`src/rtl/nn_param_update_calc.sv`:
```
// nn_param_update_calc: stochastic-gradient parameter update engine.
// Flow: START captures the parameter, a 2^LOG2_WINDOW-cycle window integrates
// GRAD_POS - GRAD_NEG, one cycle computes the new magnitude/sign/resistance,
// then TRIG/DONE strobe for one cycle so the parameter register can latch them.
// Ports:
//   i_clk, i_init (async active-high reset), i_en (global enable/freeze)
//   i_start, i_grad_pos, i_grad_neg
//   i_param_in, i_sign_in, i_resistance_in   current latched parameter
//   o_modifier, o_sign_modifier, o_resistance_new   registered update result
//   o_trig, o_done (one-cycle strobe), o_busy (not IDLE)
module nn_param_update_calc #(
    parameter int N            = 8,
    parameter int N_RESISTANCE = 8,
    parameter int LOG2_WINDOW  = 8
) (
    input  logic                    i_clk,
    input  logic                    i_init,
    input  logic                    i_en,
    input  logic                    i_start,
    input  logic                    i_grad_pos,
    input  logic                    i_grad_neg,
    input  logic [N-1:0]            i_param_in,
    input  logic                    i_sign_in,
    input  logic [N_RESISTANCE-1:0] i_resistance_in,
    output logic [N-1:0]            o_modifier,
    output logic                    o_sign_modifier,
    output logic [N_RESISTANCE-1:0] o_resistance_new,
    output logic                    o_trig,
    output logic                    o_busy,
    output logic                    o_done
);
    localparam int AW = LOG2_WINDOW + 2;
    // wide enough for |acc|, the parameter and their unsaturated sum
    localparam int XW = (N > LOG2_WINDOW + 1 ? N : LOG2_WINDOW + 1) + 1;
    localparam logic [XW-1:0] MAXN = XW'({N{1'b1}});

    typedef enum logic [1:0] {IDLE, ACCUM, COMPUTE, STROBE} state_t;

    state_t                  r_state, w_next;
    logic [LOG2_WINDOW-1:0]  r_cnt;
    logic signed [AW-1:0]    r_acc, w_delta;
    logic [N-1:0]            r_param, w_mod;
    logic                    r_sign, w_sgn;
    logic [N_RESISTANCE-1:0] r_res, w_res;
    logic                    r_last_dir, r_last_valid;
    logic                    w_dir, w_zero, w_same, w_over;
    logic [AW-1:0]           w_abs;
    logic [XW-1:0]           w_shr, w_step, w_par, w_sum, w_mag;

    always_comb begin
        w_next = r_state;
        if (i_en)
            case (r_state)
                IDLE:    w_next = i_start ? ACCUM : IDLE;
                ACCUM:   w_next = &r_cnt ? COMPUTE : ACCUM;
                COMPUTE: w_next = STROBE;
                default: w_next = IDLE;
            endcase
    end

    assign o_trig  = (r_state == STROBE) && i_en;
    assign o_done  = o_trig;
    assign o_busy  = r_state != IDLE;
    assign w_delta = (i_grad_pos == i_grad_neg) ? '0 : i_grad_pos ? AW'(1) : '1;

    always_comb begin
        w_dir  = r_acc[AW-1];
        w_zero = r_acc == '0;
        w_abs  = w_dir ? AW'(-r_acc) : AW'(r_acc);
        // shifting by >= LOG2_WINDOW+1 naturally yields zero
        w_shr  = XW'(w_abs) >> r_res;
        w_step = w_shr > MAXN ? MAXN : w_shr;
        w_par  = XW'(r_param);
        w_sum  = w_par + w_step;
        w_same = w_dir == r_sign;
        w_over = w_step > w_par;
        w_mag  = w_same ? (w_sum > MAXN ? MAXN : w_sum) : w_over ? w_step - w_par : w_par - w_step;
        w_mod  = w_zero ? r_param : w_mag[N-1:0];
        // a crossing through zero takes the gradient's direction; exact zero is positive
        w_sgn  = w_zero ? r_sign : w_same ? r_sign : w_over ? w_dir : (w_mod == '0 ? 1'b0 : r_sign);
        // consistent direction relaxes resistance, a reversal stiffens it
        w_res  = (w_zero || !r_last_valid) ? r_res :
                 (w_dir == r_last_dir) ? (r_res == '0 ? r_res : r_res - N_RESISTANCE'(1)) :
                 (&r_res ? r_res : r_res + N_RESISTANCE'(1));
    end

    always_ff @(posedge i_clk or posedge i_init) begin
        if (i_init) begin
            r_state          <= IDLE;
            r_cnt            <= '0;
            r_acc            <= '0;
            r_param          <= '0;
            r_sign           <= 1'b0;
            r_res            <= '0;
            r_last_dir       <= 1'b0;
            r_last_valid     <= 1'b0;
            o_modifier       <= '0;
            o_sign_modifier  <= 1'b0;
            o_resistance_new <= '0;
        end else if (i_en) begin
            r_state <= w_next;
            case (r_state)
                IDLE: if (i_start) begin
                    r_param <= i_param_in;
                    r_sign  <= i_sign_in;
                    r_res   <= i_resistance_in;
                    r_acc   <= '0;
                    r_cnt   <= '0;
                end
                ACCUM: begin
                    r_acc <= r_acc + w_delta;
                    r_cnt <= r_cnt + LOG2_WINDOW'(1);
                end
                COMPUTE: begin
                    o_modifier       <= w_mod;
                    o_sign_modifier  <= w_sgn;
                    o_resistance_new <= w_res;
                    if (!w_zero) begin
                        r_last_dir   <= w_dir;
                        r_last_valid <= 1'b1;
                    end
                end
                default: ;
            endcase
        end
    end
endmodule

```
`config.mk`:
```
export PLATFORM = sky130hd
export DESIGN_NAME = nn_param_update_calc
export DESIGN_NICKNAME = d
export VERILOG_FILES = /design/src/rtl/nn_param_update_calc.sv
export SDC_FILE = /design/constraint.sdc
export NUM_CORES = 1
export LEC_CHECK = 0
export BUFFER_PORTS_ARGS = -buffer_cell sky130_fd_sc_hd__clkbuf_2
export CAP_MARGIN = 20
export CORE_UTILIZATION = 55
export DETAILED_ROUTE_END_ITERATION = 10
export PLACE_DENSITY = 0.75
export SYNTH_ARGS = -nofsm -noshare
export SYNTH_HDL_FRONTEND = slang
export SYNTH_SLANG_ARGS = --single-unit
```
`constraint.sdc`:
```
create_clock -name i_clk -period 4.7 [get_ports i_clk]
set_clock_uncertainty 0.15 [all_clocks]
set_input_delay 0.47 -clock i_clk [delete_from_list [all_inputs] [get_ports i_clk]]
set_output_delay 0.47 -clock i_clk [all_outputs]
set_load 0.05 [all_outputs]
```
# After elaboration in Yosys (flattened, before gate mapping)

Index checks and enable logic that the tools add are counted.

Equality and inequality tests: 7
Multiplexer cells: 23
Bitwise logic cells: 1
Add/sub/neg operators: 8
Reduce and logical (&&, ||, !) cells: 15
Shift operators: 1
$lt $le $gt $ge: 3

Operator list:

| kind                                                 | count |
|---|---|
| 2-to-1 mux 8 bit                                     | 9 |
| 2-to-1 mux 10 bit                                    | 5 |
| > comparator 10 x 8 -> 1 bit (second input constant) | 2 |
| one-hot mux 10 bit (2 select lines)                  | 1 |
| adder 8 x 1 -> 8 bit (second input constant)         | 2 |
| logical NOT 8 bit                                    | 2 |
| one-hot mux 8 bit (2 select lines)                   | 1 |
| AND reduction 8 bit                                  | 2 |
| subtractor 8 bit                                     | 2 |
| adder 10 bit                                         | 1 |
| adder 8 x 10 -> 10 bit                               | 1 |
| > comparator 10 x 8 -> 1 bit                         | 1 |
| logical NOT 10 bit                                   | 1 |
| negation 10 bit                                      | 1 |
| right shift 10 x 8 -> 10 bit                         | 1 |
| AND reduction 3 bit                                  | 3 |
| subtractor 8 x 1 -> 8 bit (second input constant)    | 1 |
| one-hot mux 2 bit (3 select lines)                   | 1 |
| 2-to-1 mux 1 bit                                     | 5 |
| equality test 2 bit (second input constant)          | 2 |
| nonzero test 2 bit                                   | 2 |
| equality test 1 bit                                  | 3 |
| equality test 2 x 1 -> 1 bit (second input constant) | 1 |
| logical NOT 2 bit                                    | 1 |
| 7 further kinds                                      | 7 |

Logic and storage cells: 69
Bits of input ports: 23
Output and inout bits: 20
Register bits: 56

# Longest topological paths before layout

Depth in word-level cells: 15
Mapped depth: 22

# Worst setup path after synthesis

No wires, ideal clock.

Kind: flip-flop to flip-flop
From: register r_acc[9]
To: register o_sign_modifier
Buffers on the path: 3
Stages on the path, launching flop included: 23
Arrival time: 3821 ps
Required time: 4421 ps
Setup slack: 600 ps
Clock period less this slack: 4100 ps
Path through: dfrtp_1 buf_2 inv_2 buf_2 nor2_1 xnor2_1 nor2_1 a22o_1 a31oi_1 a2111oi_0 a211oi_1 ha_1 inv_1 fa_1 a211o_1 a21o_1 and3_4 buf_6 mux2i_1 a211oi_1 a2111oi_2 o31a_1 a31oi_1

Longest elaborated chain between the ends: 15

RTL lines:

| item                          | RTL line | RTL |
|---|---|---|
| start: declaration            | 41       | `logic signed [AW-1:0] r_acc, w_delta;` |
| start signal: assignment      | 111      | `r_acc <= r_acc + w_delta;` |
| negation 10 bit               | 69       | `w_abs = w_dir ? AW'(-r_acc) : AW'(r_acc);` |
| 2-to-1 mux 10 bit             | 69       |  |
| right shift 10 x 8 -> 10 bit  | 71       | `w_shr = XW'(w_abs) >> r_res;` |
| > comparator 10 x 8 -> 1 bit  | 72       | `w_step = w_shr > MAXN ? MAXN : w_shr;` |
| 2-to-1 mux 10 bit             | 72       |  |
| adder 8 x 10 -> 10 bit        | 74       | `w_sum = w_par + w_step;` |
| > comparator 10 x 8 -> 1 bit  | 77       | `w_mag = w_same ? (w_sum > MAXN ? MAXN : w_sum) : w_over ? w_step - w_par : w_par - w_step;` |
| 2-to-1 mux 8 bit (2 in a row) | 77       |  |
| 2-to-1 mux 8 bit              | 78       | `w_mod = w_zero ? r_param : w_mag[N-1:0];` |
| logical NOT 8 bit             | 80       | `w_sgn = w_zero ? r_sign : w_same ? r_sign : w_over ? w_dir : (w_mod == '0 ? 1'b0 : r_sign);` |
| 2-to-1 mux 1 bit (3 in a row) | 80       |  |
| 2-to-1 mux 1 bit (*)          | 80       |  |
| end signal: assignment        | 116      | `o_sign_modifier <= w_sgn;` |
| end: declaration              | 26       | `output logic o_sign_modifier,` |

Every way passes the cells marked *; elsewhere a longest branch is shown, timed or not.
A chain may end at the register's enable or synchronous reset.

# Final worst setup path

From: register r_acc[2]
To: register o_sign_modifier

Same word-level chain as after synthesis.

==> metrics.cfg <==
[setup_path]
arrival_ps=4470
crit_chain=nor3_1 -> nor2_1 -> xnor2_1 -> nor2_1 -> a22o_1 -> a31oi_2 -> a2111oi_4 -> a211oi_2 -> ha_1 -> inv_1 -> fa_1 -> a211o_1 -> a21o_1 -> and3_4 -> mux2i_1 -> a211oi_1 -> a2111oi_2 -> o31a_1 -> a31oi_1
reg2reg_from=r_acc[2]$_DFFE_PP0P_
cpMostUsedCell=nor2_1
crit_path_max_fanout=6
regToRegEndpoint=o_sign_modifier$_DFFE_PP0P_
cp_num_buf_inv=1
path_delay_family=compound AO/OA/AOI/OAI gates
reg2reg_slack_ps=270
crit_path_start_kind=register
max_stage_delay_ps=490
crit_type=register to register
required_ps=4740
endpoint_kind=register
cp.depth=19
worst_path_max_delay_cell=dfrtp_2
reg2reg_depth=19

[clocking]
postCtsHoldBufs=0
cts-buffers-inserted=5
cts_buffer_depth=2
clk_latency_ps=320
cts_root_buf=clkbuf_8
htree_levels=2
clock-sinks=56
cts_tree=built
clkTransAtPathRegs_ps=110

[timing]
timing.hold.ws_ps=12.8
timing.final.crit_share=0.942
drv_slew=0
worst_pin_slew_ps=765
timing.slew.headroom=0.488
hold_viol_final=0
fin_setup_tns_ps=0
finalSetupViolCount=0
clock.fmax_mhz=226
period_needed_ps=4430

[synth]
synth-seq-cells=56
synthCells=582
synth_top_area_cell=dfrtp_1
netlist.area_leader.share=0.292
synth-main-ff-cell=dfrtp_1
syn-num-nets=647
synth_edf_count=0
ys_types=72
synth_area_leaders=dfrtp_1 29%, ha_1 9.9%, nand2_1 4.7%
async_flop_share=1.00
ys_warn_count=0
netlist_area_um2=4810
avgSynthCellArea_um2=8.26
yosysSeqAreaShare=0.292

[floorplanning]
io_pins=43
start_util=0.576
die_area_um2=9120
fp-row-count=33
die_h_um=95.5
coreArea_um2=8340
die_w_um=95.5

[cells_and_area]
drive_gt1_frac=0.176
area_growth_pct=10.9
design_area_um2=5330
finalNetCount=683
diodes=0

[global_routing]
grt_pass1_vias=4141
grtUsageTotal=0.291
grt-ovfl-total=0
grt_pass1_wl_mm=20.5
grt_max_degree=34
antenna_found_initial=0

[drt]
vias=4518
drc=0
ant_nets=0
first_iter_violations=365
dr.pass1.iters=5
wl_mm=12.7
routed_via_density=6.24
wl_per_cell_um=17.6

[outcome]
status=finished, final reports clean

[place]
dp_hpwl_mm=9.80
gp_congestion=0.973
port_buffers=42
placed_area_um2=5110

[power_and_ir_drop]
p_leak_nw=2.42
powerDensity_nw_per_um2=608
irDropWorstVdd_mv=0.305

[worst_hold_path]
min_path_type=input pin to async pin

[flow_run]
max-cap-violations=0

state kept, by name, summed over array words and instances (netlist names):
register          cells
r_res                 8
r_state               2
o_sign_modifier       1
r_last_valid          1
o_modifier            8
r_acc                10
r_last_dir            1
o_resistance_new      8
r_sign                1
r_param               8
r_cnt                 8
metal layers:
metal	vias to the layer above	wire length, um	track usage
li1	2162	-	-
met1	2161	6000	0.423
met2	182	5710	0.458
met3	13	886	0.0407
met4	0	141	0.0572
met5	-	0	0
report_power, final:
part	total, W	internal (W)	switching (W)
Clock	0.000290	0.000121	0.000169
Combinational	0.00208	0.000856	0.00123
Sequential	0.000868	0.000607	0.000261
stage by stage:
stage	std cells	setup slack (ps)	util	total power (W)
after floorplan	582	600	-	0.00230
after global placement	713	212	0.613	0.00275
after detailed placement	713	99.2	0.613	0.00280
after CTS	721	74.7	0.624	0.00310
after global routing	724	-47.9	0.639	0.00349
final	724	272	0.639	0.00324
placed cells by master, fill, tap and decap left out, drive strengths merged, types with 5 or more instances in the layout:
cell and count:
xor2 10, a211oi 6, o21bai 6, and3 5
nand2b 5, a2111oi 5, xnor2 20, o21a 6
a21o 9, nor2 51, o21ai 50, nand2 60
dfrtp 56, a21oi 40, inv 35, and2 7
mux2 6, mux2i 10, nor3 17, o22ai 5
clkbuf 48, nand3 16, buf 16, nand4 11
a31oi 10, ha 38, a22o 11
kinds of logic after synthesis:
kind of cell	count (synthesis)	synth area share
AO/OA/AOI/OAI	185	0.259
XOR/XNOR	30	0.0562
adder cells (fa/ha/maj)	42	0.116
buffers and inverters	64	0.0565
flip-flops	56	0.292
multiplexers	16	0.0349
AND/OR/NAND/NOR	189	0.186
what timing repair did:
item,in CTS,in global routing
gates resized for setup,0,22
endpoints found under the setup margin,0,9
setup buffers,0,3
worst max-delay path by stage:
stage	startpoint	to	slack, ps
2_1_floorplan	r_acc[9]$_DFFE_PP0P_	o_sign_modifier$_DFFE_PP0P_	600
3_3_place_gp	r_acc[1]$_DFFE_PP0P_	o_sign_modifier$_DFFE_PP0P_	210
3_5_place_dp	r_acc[3]$_DFFE_PP0P_	o_sign_modifier$_DFFE_PP0P_	100
4_1_cts	r_acc[3]$_DFFE_PP0P_	o_sign_modifier$_DFFE_PP0P_	70
5_1_grt	r_acc[4]$_DFFE_PP0P_	o_sign_modifier$_DFFE_PP0P_	-50
6_report	r_acc[2]$_DFFE_PP0P_	o_sign_modifier$_DFFE_PP0P_	270
synthesized netlist by cell type, types with 7 or more instances:
| library cell | count |
|---|---|
| a31oi_1 | 9 |
| o21ai_1 | 22 |
| nand4_1 | 11 |
| nor3_1 | 15 |
| o21ai_0 | 28 |
| ha_1 | 38 |
| buf_2 | 8 |
| nand2_1 | 60 |
| a21o_1 | 9 |
| inv_1 | 29 |
| mux2i_1 | 10 |
| clkbuf_1 | 16 |
| nor2_1 | 51 |
| a22o_1 | 11 |
| xor2_1 | 10 |
| nand3_1 | 15 |
| a21oi_1 | 39 |
| dfrtp_1 | 56 |
| xnor2_1 | 19 |
| and2_1 | 7 |
area by class of cell:
class	count	area, um2
well taps	105	131
repair buffers	58	330
fillers	766	3010
multi-input cells	462	3230
inverters	35	131
clock inverters	2	13.8
clock buffers	6	82.6
flip-flops and latches	56	1410
Note: power is estimated with default switching activity, not from simulation.
